## src/rtl/wb_gpio_pkg.sv

```systemverilog
// Shared definitions for the GPIOA Wishbone slave: register offsets, edge
// polarity encoding and small mask helpers.
package calsoc_gpio_pkg;

   localparam int unsigned GPIO_MAX_WIDTH = 32;

   // Word offsets within the 64-byte window (adr[5:2]); 9..15 are unmapped
   typedef enum logic [3:0] {
      GPIO_OUT      = 4'd0,
      GPIO_DIR      = 4'd1,
      GPIO_IN       = 4'd2,
      GPIO_SET      = 4'd3,
      GPIO_CLR      = 4'd4,
      GPIO_TGL      = 4'd5,
      GPIO_IRQ_EN   = 4'd6,
      GPIO_IRQ_EDGE = 4'd7,
      GPIO_IRQ_STAT = 4'd8
   } gpio_reg_e;

   // Per-pin interrupt edge polarity as stored in IRQ_EDGE
   typedef enum logic {
      GPIO_EDGE_RISE = 1'b0,
      GPIO_EDGE_FALL = 1'b1
   } gpio_edge_e;

   // Expand the 4-bit byte select into a 32-bit bit mask
   function automatic logic [31:0] sel_to_mask(input logic [3:0] sel);
      return {{8{sel[3]}}, {8{sel[2]}}, {8{sel[1]}}, {8{sel[0]}}};
   endfunction

endpackage

```

## src/rtl/wb_gpio_if.sv

```systemverilog
// Wishbone pipelined bus bundle between the crossbar slave port and wb_gpio.
// Signal names keep the slave-side direction suffixes of the block pinout.
interface wb_gpio_if;

   logic        wb_cyc_i;
   logic        wb_stb_i;
   logic        wb_we_i;
   logic [31:0] wb_adr_i;
   logic [31:0] wb_dat_i;
   logic [3:0]  wb_sel_i;
   logic [31:0] wb_dat_o;
   logic        wb_ack_o;
   logic        wb_err_o;
   logic        wb_stall_o;

   modport master (
      output wb_cyc_i, wb_stb_i, wb_we_i, wb_adr_i, wb_dat_i, wb_sel_i,
      input  wb_dat_o, wb_ack_o, wb_err_o, wb_stall_o
   );

   modport slave (
      input  wb_cyc_i, wb_stb_i, wb_we_i, wb_adr_i, wb_dat_i, wb_sel_i,
      output wb_dat_o, wb_ack_o, wb_err_o, wb_stall_o
   );

endinterface

```

## src/rtl/wb_gpio_sync.sv

```systemverilog
// gpio_sync: WIDTH-wide two-flop synchronizer for asynchronous pad inputs,
// with single-cycle rise/fall pulses derived from the synchronized value.
module gpio_sync #(
   parameter int unsigned WIDTH = 16
) (
   input  logic             clk,
   input  logic             rst_n,
   input  logic [WIDTH-1:0] async_in,
   output logic [WIDTH-1:0] sync_out,
   output logic [WIDTH-1:0] rise,
   output logic [WIDTH-1:0] fall
);

   logic [WIDTH-1:0] meta;
   logic [WIDTH-1:0] stable;
   logic [WIDTH-1:0] prev;
   logic [1:0]       settle;

   // Two-stage synchronizer, previous-cycle copy and post-reset settle counter
   always_ff @(posedge clk) begin
      if (!rst_n) begin
         meta   <= '0;
         stable <= '0;
         prev   <= '0;
         settle <= '0;
      end else begin
         meta   <= async_in;
         stable <= meta;
         prev   <= stable;
         if (settle != 2'd3) begin
            settle <= settle + 2'd1;
         end
      end
   end

   assign sync_out = stable;

   // Edge pulses stay masked until prev holds a genuine synchronized sample,
   // so pins already high at reset release never look like a rising edge
   always_comb begin
      rise = '0;
      fall = '0;
      if (settle == 2'd3) begin
         rise = stable & ~prev;
         fall = ~stable & prev;
      end
   end

endmodule

```

## src/rtl/wb_gpio.sv

```systemverilog
// wb_gpio: Wishbone pipelined GPIO bank for the GPIOA crossbar slot.
// Per-pin direction, atomic set/clear/toggle, synchronized readback.
// Define GPIO_IRQ_EN to build the edge-interrupt block (IRQ_EN, IRQ_EDGE,
// IRQ_STAT, irq_o); without it offsets 6..8 read 0, writes are acked and
// dropped, and irq_o is tied low.
module wb_gpio
   import calsoc_gpio_pkg::*;
#(
   parameter int unsigned WIDTH     = 16,
   parameter logic [31:0] OUT_RESET = '0
) (
   input  logic             wb_clk_i,
   input  logic             wb_rst_ni,
   wb_gpio_if.slave         wb,
   input  logic [WIDTH-1:0] gpio_i,
   output logic [WIDTH-1:0] gpio_o,
   output logic [WIDTH-1:0] gpio_oe_o,
   output logic             irq_o
);

   logic             req;
   logic             wr;
   logic [3:0]       offset;
   logic             mapped;
   logic [31:0]      bmask;
   logic [31:0]      wdata;
   logic [WIDTH-1:0] wd;
   logic [WIDTH-1:0] wm;
   logic [31:0]      rdata;

   logic [WIDTH-1:0] out_reg;
   logic [WIDTH-1:0] dir_reg;
   logic [WIDTH-1:0] in_sync;
   logic [WIDTH-1:0] rise;
   logic [WIDTH-1:0] fall;

   logic             ack_reg;
   logic             err_reg;
   logic [31:0]      dat_reg;

   assign req    = wb.wb_cyc_i & wb.wb_stb_i;
   assign wr     = req & wb.wb_we_i;
   assign offset = wb.wb_adr_i[5:2];
   assign mapped = (offset <= GPIO_IRQ_STAT);

   // Deselected byte lanes contribute zero, which is also what SET/CLR/TGL/W1C need
   assign bmask = sel_to_mask(wb.wb_sel_i);
   assign wdata = wb.wb_dat_i & bmask;
   assign wd    = wdata[WIDTH-1:0];
   assign wm    = bmask[WIDTH-1:0];

   gpio_sync #(
      .WIDTH (WIDTH)
   ) u_sync (
      .clk      (wb_clk_i),
      .rst_n    (wb_rst_ni),
      .async_in (gpio_i),
      .sync_out (in_sync),
      .rise     (rise),
      .fall     (fall)
   );

`ifdef GPIO_IRQ_EN
   logic [WIDTH-1:0] irq_en_reg;
   logic [WIDTH-1:0] irq_edge_reg;
   logic [WIDTH-1:0] irq_stat_reg;
   logic [WIDTH-1:0] edge_hit;
   logic [WIDTH-1:0] stat_clr;
   logic             irq_reg;

   // Pick the configured edge polarity per pin
   always_comb begin
      edge_hit = '0;
      for (int n = 0; n < int'(WIDTH); n++) begin
         edge_hit[n] = (gpio_edge_e'(irq_edge_reg[n]) == GPIO_EDGE_FALL) ? fall[n] : rise[n];
      end
   end

   assign stat_clr = (wr && (offset == GPIO_IRQ_STAT)) ? wd : '0;

   // Interrupt configuration, sticky status (new edge beats W1C) and registered irq
   always_ff @(posedge wb_clk_i) begin
      if (!wb_rst_ni) begin
         irq_en_reg   <= '0;
         irq_edge_reg <= '0;
         irq_stat_reg <= '0;
         irq_reg      <= 1'b0;
      end else begin
         if (wr && (offset == GPIO_IRQ_EN)) begin
            irq_en_reg <= (irq_en_reg & ~wm) | wd;
         end
         if (wr && (offset == GPIO_IRQ_EDGE)) begin
            irq_edge_reg <= (irq_edge_reg & ~wm) | wd;
         end
         irq_stat_reg <= (irq_stat_reg & ~stat_clr) | edge_hit;
         irq_reg      <= |(irq_stat_reg & irq_en_reg);
      end
   end

   assign irq_o = irq_reg;
`else
   logic unused_edges;
   assign unused_edges = ^{rise, fall};
   assign irq_o        = 1'b0;
`endif

   // Read-data mux; write-only and unmapped offsets return zero
   always_comb begin
      rdata = '0;
      unique case (offset)
         GPIO_OUT:      rdata[WIDTH-1:0] = out_reg;
         GPIO_DIR:      rdata[WIDTH-1:0] = dir_reg;
         GPIO_IN:       rdata[WIDTH-1:0] = in_sync;
`ifdef GPIO_IRQ_EN
         GPIO_IRQ_EN:   rdata[WIDTH-1:0] = irq_en_reg;
         GPIO_IRQ_EDGE: rdata[WIDTH-1:0] = irq_edge_reg;
         GPIO_IRQ_STAT: rdata[WIDTH-1:0] = irq_stat_reg;
`endif
         default:       rdata = '0;
      endcase
   end

   // Bus response one cycle after acceptance, plus OUT/DIR register updates
   always_ff @(posedge wb_clk_i) begin
      if (!wb_rst_ni) begin
         ack_reg <= 1'b0;
         err_reg <= 1'b0;
         dat_reg <= '0;
         out_reg <= OUT_RESET[WIDTH-1:0];
         dir_reg <= '0;
      end else begin
         ack_reg <= req & mapped;
         err_reg <= req & ~mapped;
         dat_reg <= (req && !wb.wb_we_i && mapped) ? rdata : '0;
         if (wr) begin
            unique case (offset)
               GPIO_OUT: out_reg <= (out_reg & ~wm) | wd;
               GPIO_DIR: dir_reg <= (dir_reg & ~wm) | wd;
               GPIO_SET: out_reg <= out_reg | wd;
               GPIO_CLR: out_reg <= out_reg & ~wd;
               GPIO_TGL: out_reg <= out_reg ^ wd;
               default:  ;
            endcase
         end
      end
   end

   assign wb.wb_ack_o   = ack_reg;
   assign wb.wb_err_o   = err_reg;
   assign wb.wb_dat_o   = dat_reg;
   assign wb.wb_stall_o = 1'b0;

   assign gpio_o    = out_reg;
   assign gpio_oe_o = dir_reg;

   logic unused_bus;
   assign unused_bus = ^{wb.wb_adr_i[31:6], wb.wb_adr_i[1:0], wdata, bmask};

endmodule

```

## src/flat_wrapper.sv

```systemverilog
// flat-port wrapper written by rule: the top's interface ports become plain ports
module wb_gpio_flat import calsoc_gpio_pkg::*;
#(
   parameter int unsigned WIDTH     = 16,
   parameter logic [31:0] OUT_RESET = '0
)
  (wb_clk_i, wb_rst_ni, gpio_i, gpio_o, gpio_oe_o, irq_o, wb_wb_cyc_i, wb_wb_stb_i, wb_wb_we_i, wb_wb_adr_i, wb_wb_dat_i, wb_wb_sel_i, wb_wb_dat_o, wb_wb_ack_o, wb_wb_err_o, wb_wb_stall_o);
  wb_gpio_if wb_i ();
  input  logic wb_clk_i;
  input  logic wb_rst_ni;
  input  logic [WIDTH-1:0] gpio_i;
  output logic [WIDTH-1:0] gpio_o;
  output logic [WIDTH-1:0] gpio_oe_o;
  output logic irq_o;
  input wire logic [$bits(wb_i.wb_cyc_i)-1:0] wb_wb_cyc_i;
  input wire logic [$bits(wb_i.wb_stb_i)-1:0] wb_wb_stb_i;
  input wire logic [$bits(wb_i.wb_we_i)-1:0] wb_wb_we_i;
  input wire logic [$bits(wb_i.wb_adr_i)-1:0] wb_wb_adr_i;
  input wire logic [$bits(wb_i.wb_dat_i)-1:0] wb_wb_dat_i;
  input wire logic [$bits(wb_i.wb_sel_i)-1:0] wb_wb_sel_i;
  output wire logic [$bits(wb_i.wb_dat_o)-1:0] wb_wb_dat_o;
  output wire logic [$bits(wb_i.wb_ack_o)-1:0] wb_wb_ack_o;
  output wire logic [$bits(wb_i.wb_err_o)-1:0] wb_wb_err_o;
  output wire logic [$bits(wb_i.wb_stall_o)-1:0] wb_wb_stall_o;
  assign wb_i.wb_cyc_i = wb_wb_cyc_i;
  assign wb_i.wb_stb_i = wb_wb_stb_i;
  assign wb_i.wb_we_i = wb_wb_we_i;
  assign wb_i.wb_adr_i = wb_wb_adr_i;
  assign wb_i.wb_dat_i = wb_wb_dat_i;
  assign wb_i.wb_sel_i = wb_wb_sel_i;
  assign wb_wb_dat_o = wb_i.wb_dat_o;
  assign wb_wb_ack_o = wb_i.wb_ack_o;
  assign wb_wb_err_o = wb_i.wb_err_o;
  assign wb_wb_stall_o = wb_i.wb_stall_o;
  wb_gpio #(.WIDTH(WIDTH), .OUT_RESET(OUT_RESET)) u_core (.wb_clk_i(wb_clk_i), .wb_rst_ni(wb_rst_ni), .wb(wb_i), .gpio_i(gpio_i), .gpio_o(gpio_o), .gpio_oe_o(gpio_oe_o), .irq_o(irq_o));
endmodule
```

## config.mk

```make
export PLATFORM = sky130hd
export DESIGN_NAME = wb_gpio_flat
export DESIGN_NICKNAME = d
export VERILOG_FILES = /design/src/rtl/wb_gpio_pkg.sv /design/src/rtl/wb_gpio_if.sv /design/src/rtl/wb_gpio_sync.sv /design/src/rtl/wb_gpio.sv /design/src/flat_wrapper.sv
export SDC_FILE = /design/constraint.sdc
export NUM_CORES = 1
export LEC_CHECK = 0
export ABC_AREA = 1
export BUFFER_PORTS_ARGS = -buffer_cell sky130_fd_sc_hd__buf_2
export CAP_MARGIN = 20
export CORE_ASPECT_RATIO = 1.2
export CORE_MARGIN = 2
export CORE_UTILIZATION = 53
export DETAILED_ROUTE_END_ITERATION = 10
export PLACE_DENSITY = 0.86
export SYNTH_ARGS = -nofsm -noshare
export SYNTH_HDL_FRONTEND = slang
export SYNTH_SLANG_ARGS = --single-unit
export TNS_END_PERCENT = 20
```

## constraint.sdc

```tcl
create_clock -name wb_clk_i -period 3.1 [get_ports wb_clk_i]
set_input_delay 0.62 -clock wb_clk_i [delete_from_list [all_inputs] [get_ports wb_clk_i]]
set_output_delay 0.62 -clock wb_clk_i [all_outputs]
set_load 0.005 [all_outputs]
```

After elaboration in Yosys (flattened, before gate mapping):

Index checks and enable logic that the tools add are counted.

* magnitude comparators: 1
* equal/unequal tests: 5
* mux-type cells: 2
* bitwise gates (word level): 15
* reduce and logical (&&, ||, !) cells: 8

Operator list (number)
* $and A16 B16 Y16: 4
* $pmux W16 S4: 1
* $or A16 B16 Y16: 3
* $pmux W16 S3: 1
* $not A16 Y16: 2
* $xor A16 B16 Y16: 1
* $eq A4 B2 Y1 const B: 2
* $eq A4 B3 Y1 const B: 2
* $reduce_and A2 Y1: 3
* $and A1 B1 Y1: 4
* $eq A4 B1 Y1 const B: 1
* $le A4 B4 Y1 const B: 1
* $logic_not A4 Y1: 1
* $reduce_bool A4 Y1: 1
* $logic_and A1 B1 Y1: 2
* $logic_not A1 Y1: 1
* $not A1 Y1: 1

* register bits after elaboration: 98
* bits of input ports: 89
* output and inout port bits: 68
* word-level logic and storage cells: 39

Depth between registers and ports, before layout:

* word-level depth: 4
* mapped depth: 10
* mapped depth without buffers: 10

Hierarchy:

From an unflattened synthesis, not the netlist that was laid out.

* cell total of the unflattened synthesis: 710
* area, all modules: 4819.6 um^2

By module, submodules not included
* wb_gpio: times used 1, cells an instance 479, area each 3079.2 um^2, seq. area each 1001.0 um^2
* gpio_sync: times used 1, cells an instance 231, area each 1740.4 um^2, seq. area each 1001.0 um^2

Worst setup path after synthesis:

Ideal clock, no wire load.

* path kind: in2reg
* start: in wb_wb_sel_i[0]
* end: reg u_core.out_reg[2], in the netlist u_core.gpio_o[2]
* setup time: 0.109 ns
* arrival: 1.763 ns
* required time: 2.991 ns
* setup slack: 1.228 ns
* stages: 10
* buffers on the path: 2
* cell sequence: clkbuf_1 > buf_2 > nand2_1 > ha_1 > nand3b_1 > nand2_1 > nor2_2 > nand2_1 > nand2_1 > inv_1

* cells in the longest elaborated chain, start to end: 4
* elaborated cells on any way between the ends: 9
* those cells by class: mux (1); bitwise (8)

Ends and longest elaborated chain
* start, declared: RTL line flat_wrapper.sv:20 `input wire logic [$bits(wb_i.wb_sel_i)-1:0] wb_wb_sel_i;`
* $and A16 B16 Y16 or $not A16 Y16 (tied branches): RTL line wb_gpio.sv:48, wb_gpio.sv:137
* $not A16 Y16 or $and A16 B16 Y16 (tied branches): RTL line wb_gpio.sv:140, wb_gpio.sv:137
* $and A16 B16 Y16 or $or A16 B16 Y16 (tied branches): RTL line wb_gpio.sv:140, wb_gpio.sv:137
* $pmux W16 S4 *: RTL line wb_gpio.sv:136 `unique case (offset)`
* end signal, assigned: RTL line wb_gpio.sv:137 `GPIO_OUT: out_reg <= (out_reg & ~wm) | wd;`
* end signal, assigned: RTL line wb_gpio.sv:140 `GPIO_CLR: out_reg <= out_reg & ~wd;`
* end signal, assigned: RTL line wb_gpio.sv:141 `GPIO_TGL: out_reg <= out_reg ^ wd;`
* end, declared: RTL line wb_gpio.sv:31 `logic [WIDTH-1:0] out_reg;`

Every way passes the cells marked *; elsewhere a longest branch is shown, timed or not.
A chain may end at the register's enable or synchronous reset.

==> flow_metrics.py <==
metrics = {
    "power_and_ir_drop": {
        "irDropWorstVdd_v": 0.000300,
        "powerDensity_nw_per_um2": 450,
        "p_leak_uw": 0.00253,
    },
    "clocking": {
        "cts.sinks": 82,
        "ctsHoldBuffers": 0,
        "h-tree-depth": 3,
        "cts_tree": "done",
        "numCtsBuffers": 9,
        "clock_latency_ns": 0.36,
        "clock_path_buffers": 2,
        "clk_pin_slew_ns": 0.09,
        "cts_setup_buffers": 0,
        "post_cts_resized": 0,
        "cts_root_buf": "clkbuf_8",
    },
    "finish": {
        "drive_gt1_share_pct": 22.8,
        "layout.cells.non_filler": 735,
        "multi_input_area_um2": 1900,
        "stdcell_area_um2": 4620,
        "area_delta_synth_final_pct": 14.2,
        "antennaDiodeCount": 0,
        "seqCellArea_um2": 1640,
        "num-fill-cells": 646,
        "final_nets": 745,
    },
    "yosys": {
        "synth_edf_count": 0,
        "yosys.area.top_type": "dfxtp_1",
        "synth.top_cell.area_share_pct": 40.6,
        "syn_area_um2": 4040,
        "synth.avg_cell_area_um2": 7.22,
        "synth_warnings": 0,
        "post-synth-top-count-cell": "nand2_1",
        "synth.yosys.seq_area_share_pct": 40.6,
        "async_flop_share_pct": 0,
        "synthFlopType": "dfxtp_1",
        "synthCells": 560,
        "synth_area_leaders": "dfxtp_1 41%, nand2_1 18%, inv_1 6.6%",
        "synthTopCellsByCount": "197 x nand2_1, 82 x dfxtp_1, 71 x inv_1",
        "synth_cell_types": 32,
        "synth-seq-cells": 82,
    },
    "placed_design": {
        "routabilityCongestion": 0.852,
        "place_area_um2": 4410,
        "placed_cells": 719,
        "dp_hpwl_um": 6790,
        "portBuffers": 92,
    },
    "detailed_routing": {
        "drc": 0,
        "postRouteAntennaNets": 0,
        "firstDrtPassIters": 5,
        "drt_iter0_markers": 338,
        "wl_per_cell_um": 13.2,
        "num_vias": 3765,
        "routed_wl_um": 9720,
        "viasPerCell": 5.12,
    },
    "critical_path": {
        "cp-startpoint": "wb_wb_adr_i[2]",
        "r2r-end": "u_core.gpio_o[11]",
        "reg2regPathDepth": 7,
        "r2r_start": "u_core.gpio_o[11]",
        "cp-end-kind": "register",
        "cp.arrival_ns": 2.14,
        "startpoint_type": "primary input",
        "critical_path_peak_fanout": 18,
        "crit_type": "in -> reg",
        "rrSetupSlack_ns": 1.93,
        "worstPathRequired_ns": 3.32,
    },
    "sta": {
        "rsz0062_at_grt": "no",
        "fmaxAchievable_mhz": 521,
        "final.period_utilization_pct": 61.9,
        "slew_headroom_pct": 51.4,
        "finalSetupTns_ns": 0,
        "skew_ns": 0.00840,
        "final_hold_viol_count": 0,
        "finalCriticalPeriod_ns": 1.92,
        "worst_pin_slew_ns": 0.726,
        "setup_viol": 0,
        "slew_violations": 0,
    },
    "floorplan": {
        "io_pins": 157,
        "start_util_pct": 55.3,
        "die_area_um2": 8350,
        "placement_rows": 34,
        "coreArea_um2": 7320,
        "dieHeight_um": 99.7,
        "fp.dieW_um": 83.7,
    },
    "job": {
        "max_cap_violations": 0,
    },
    "grt": {
        "grt_pass1_wl_um": 16100,
        "grt_util_all_layers_pct": 23.8,
        "grt_pass1_vias": 3538,
        "antenna_found_initial": 0,
        "grt_overflow": 0,
        "grt_max_degree": 35,
    },
    "run_status": {
        "status": "finished, final reports clean",
    },
    "worst_hold_path": {
        "hp-class": "reg -> reg",
    },
}
through the flow:
stage	hold WS [ns]	util (%)	power [uW]	setup WS (ns)
finish	0.416	63.1	2080	1.18
global route	0.434	63.1	2160	1.08
CTS	0.417	63.1	2090	1.25
floorplan	0.390	-	1250	1.23
global placement	0.394	60.3	1290	0.898
detailed placement	0.397	60.3	1300	0.871
cell usage in the layout, fill, tap and decap left out, types with 3 or more instances in the layout:
| master | Yosys | routed |
|---|---|---|
| a21oi_1 | 35 | 35 |
| a21oi_2 | 10 | 10 |
| buf_2 | 8 | 92 |
| clkbuf_8 | 0 | 9 |
| conb_1 | 1 | 18 |
| dfxtp_1 | 82 | 82 |
| ha_1 | 16 | 16 |
| inv_1 | 71 | 71 |
| inv_2 | 4 | 4 |
| nand2_1 | 197 | 197 |
| nand2_2 | 4 | 4 |
| nand3_1 | 19 | 19 |
| nand3b_1 | 16 | 16 |
| nor2_1 | 25 | 25 |
| nor2_2 | 10 | 10 |
| o211a_1 | 3 | 3 |
| o21ai_0 | 10 | 10 |
| o22ai_1 | 3 | 3 |
power by group:
group	switching (uW)	internal [uW]	total, uW	leakage [uW]
clock	416	386	802	0.000102
combinational	124	63.1	187	0.00176
sequential	11.0	1080	1090	0.000668
layout make-up:
class,instances,area share (%)
Clock buffer,9,2.68
Clock inverter,7,1.81
Inverter,77,6.26
Multi-Input combinational cell,377,41.1
Sequential cell,82,35.5
Tap cell,90,2.44
Timing Repair Buffer,93,10.1
logic make-up (layout without fill, tap and decap cells):
kind of cell | after synthesis | count (layout) | synth area share [%]
AND/OR/NAND/NOR | 281 | 281 | 31.2
adder cells (fa/ha/maj) | 16 | 16 | 4.95
buffers and inverters | 118 | 186 | 14.0
AO/OA/AOI/OAI | 62 | 62 | 9.16
flip-flops | 82 | 82 | 40.6
other | 1 | 18 | 0.0927
critical path, cell delays in order:
cell and delay [ns]:
buf_2 0.12, inv_2 0.08, nor2_8 0.26, nand2_4 0.10, inv_2 0.30, nand3_1 0.39, nand2_1 0.18, a21oi_1 0.10
worst min-delay path by stage:
stage / startpoint / endpoint / slack, ns / cells after the start
global placement: u_core.u_sync.meta[8] / u_core.u_sync.sync_out[8] / 0.39 / 2
floorplan: u_core.u_sync.meta[0] / u_core.u_sync.sync_out[0] / 0.39 / 2
detailed placement: u_core.u_sync.meta[9] / u_core.u_sync.sync_out[9] / 0.40 / 2
global route: u_core.u_sync.meta[11] / u_core.u_sync.sync_out[11] / 0.43 / 2
CTS: u_core.u_sync.meta[14] / u_core.u_sync.sync_out[14] / 0.42 / 2
finish: u_core.u_sync.meta[11] / u_core.u_sync.sync_out[11] / 0.42 / 2
per-layer routing:
metal  track usage, %  up-vias  share of wire [%]
met5                0        -                  0
li1                 -     1843                  -
met1             28.7     1700                 41
met4             10.5        0                3.0
met2             40.3      194                 47
met3             5.64       28                8.3
Power figures use the tool's default switching activity.
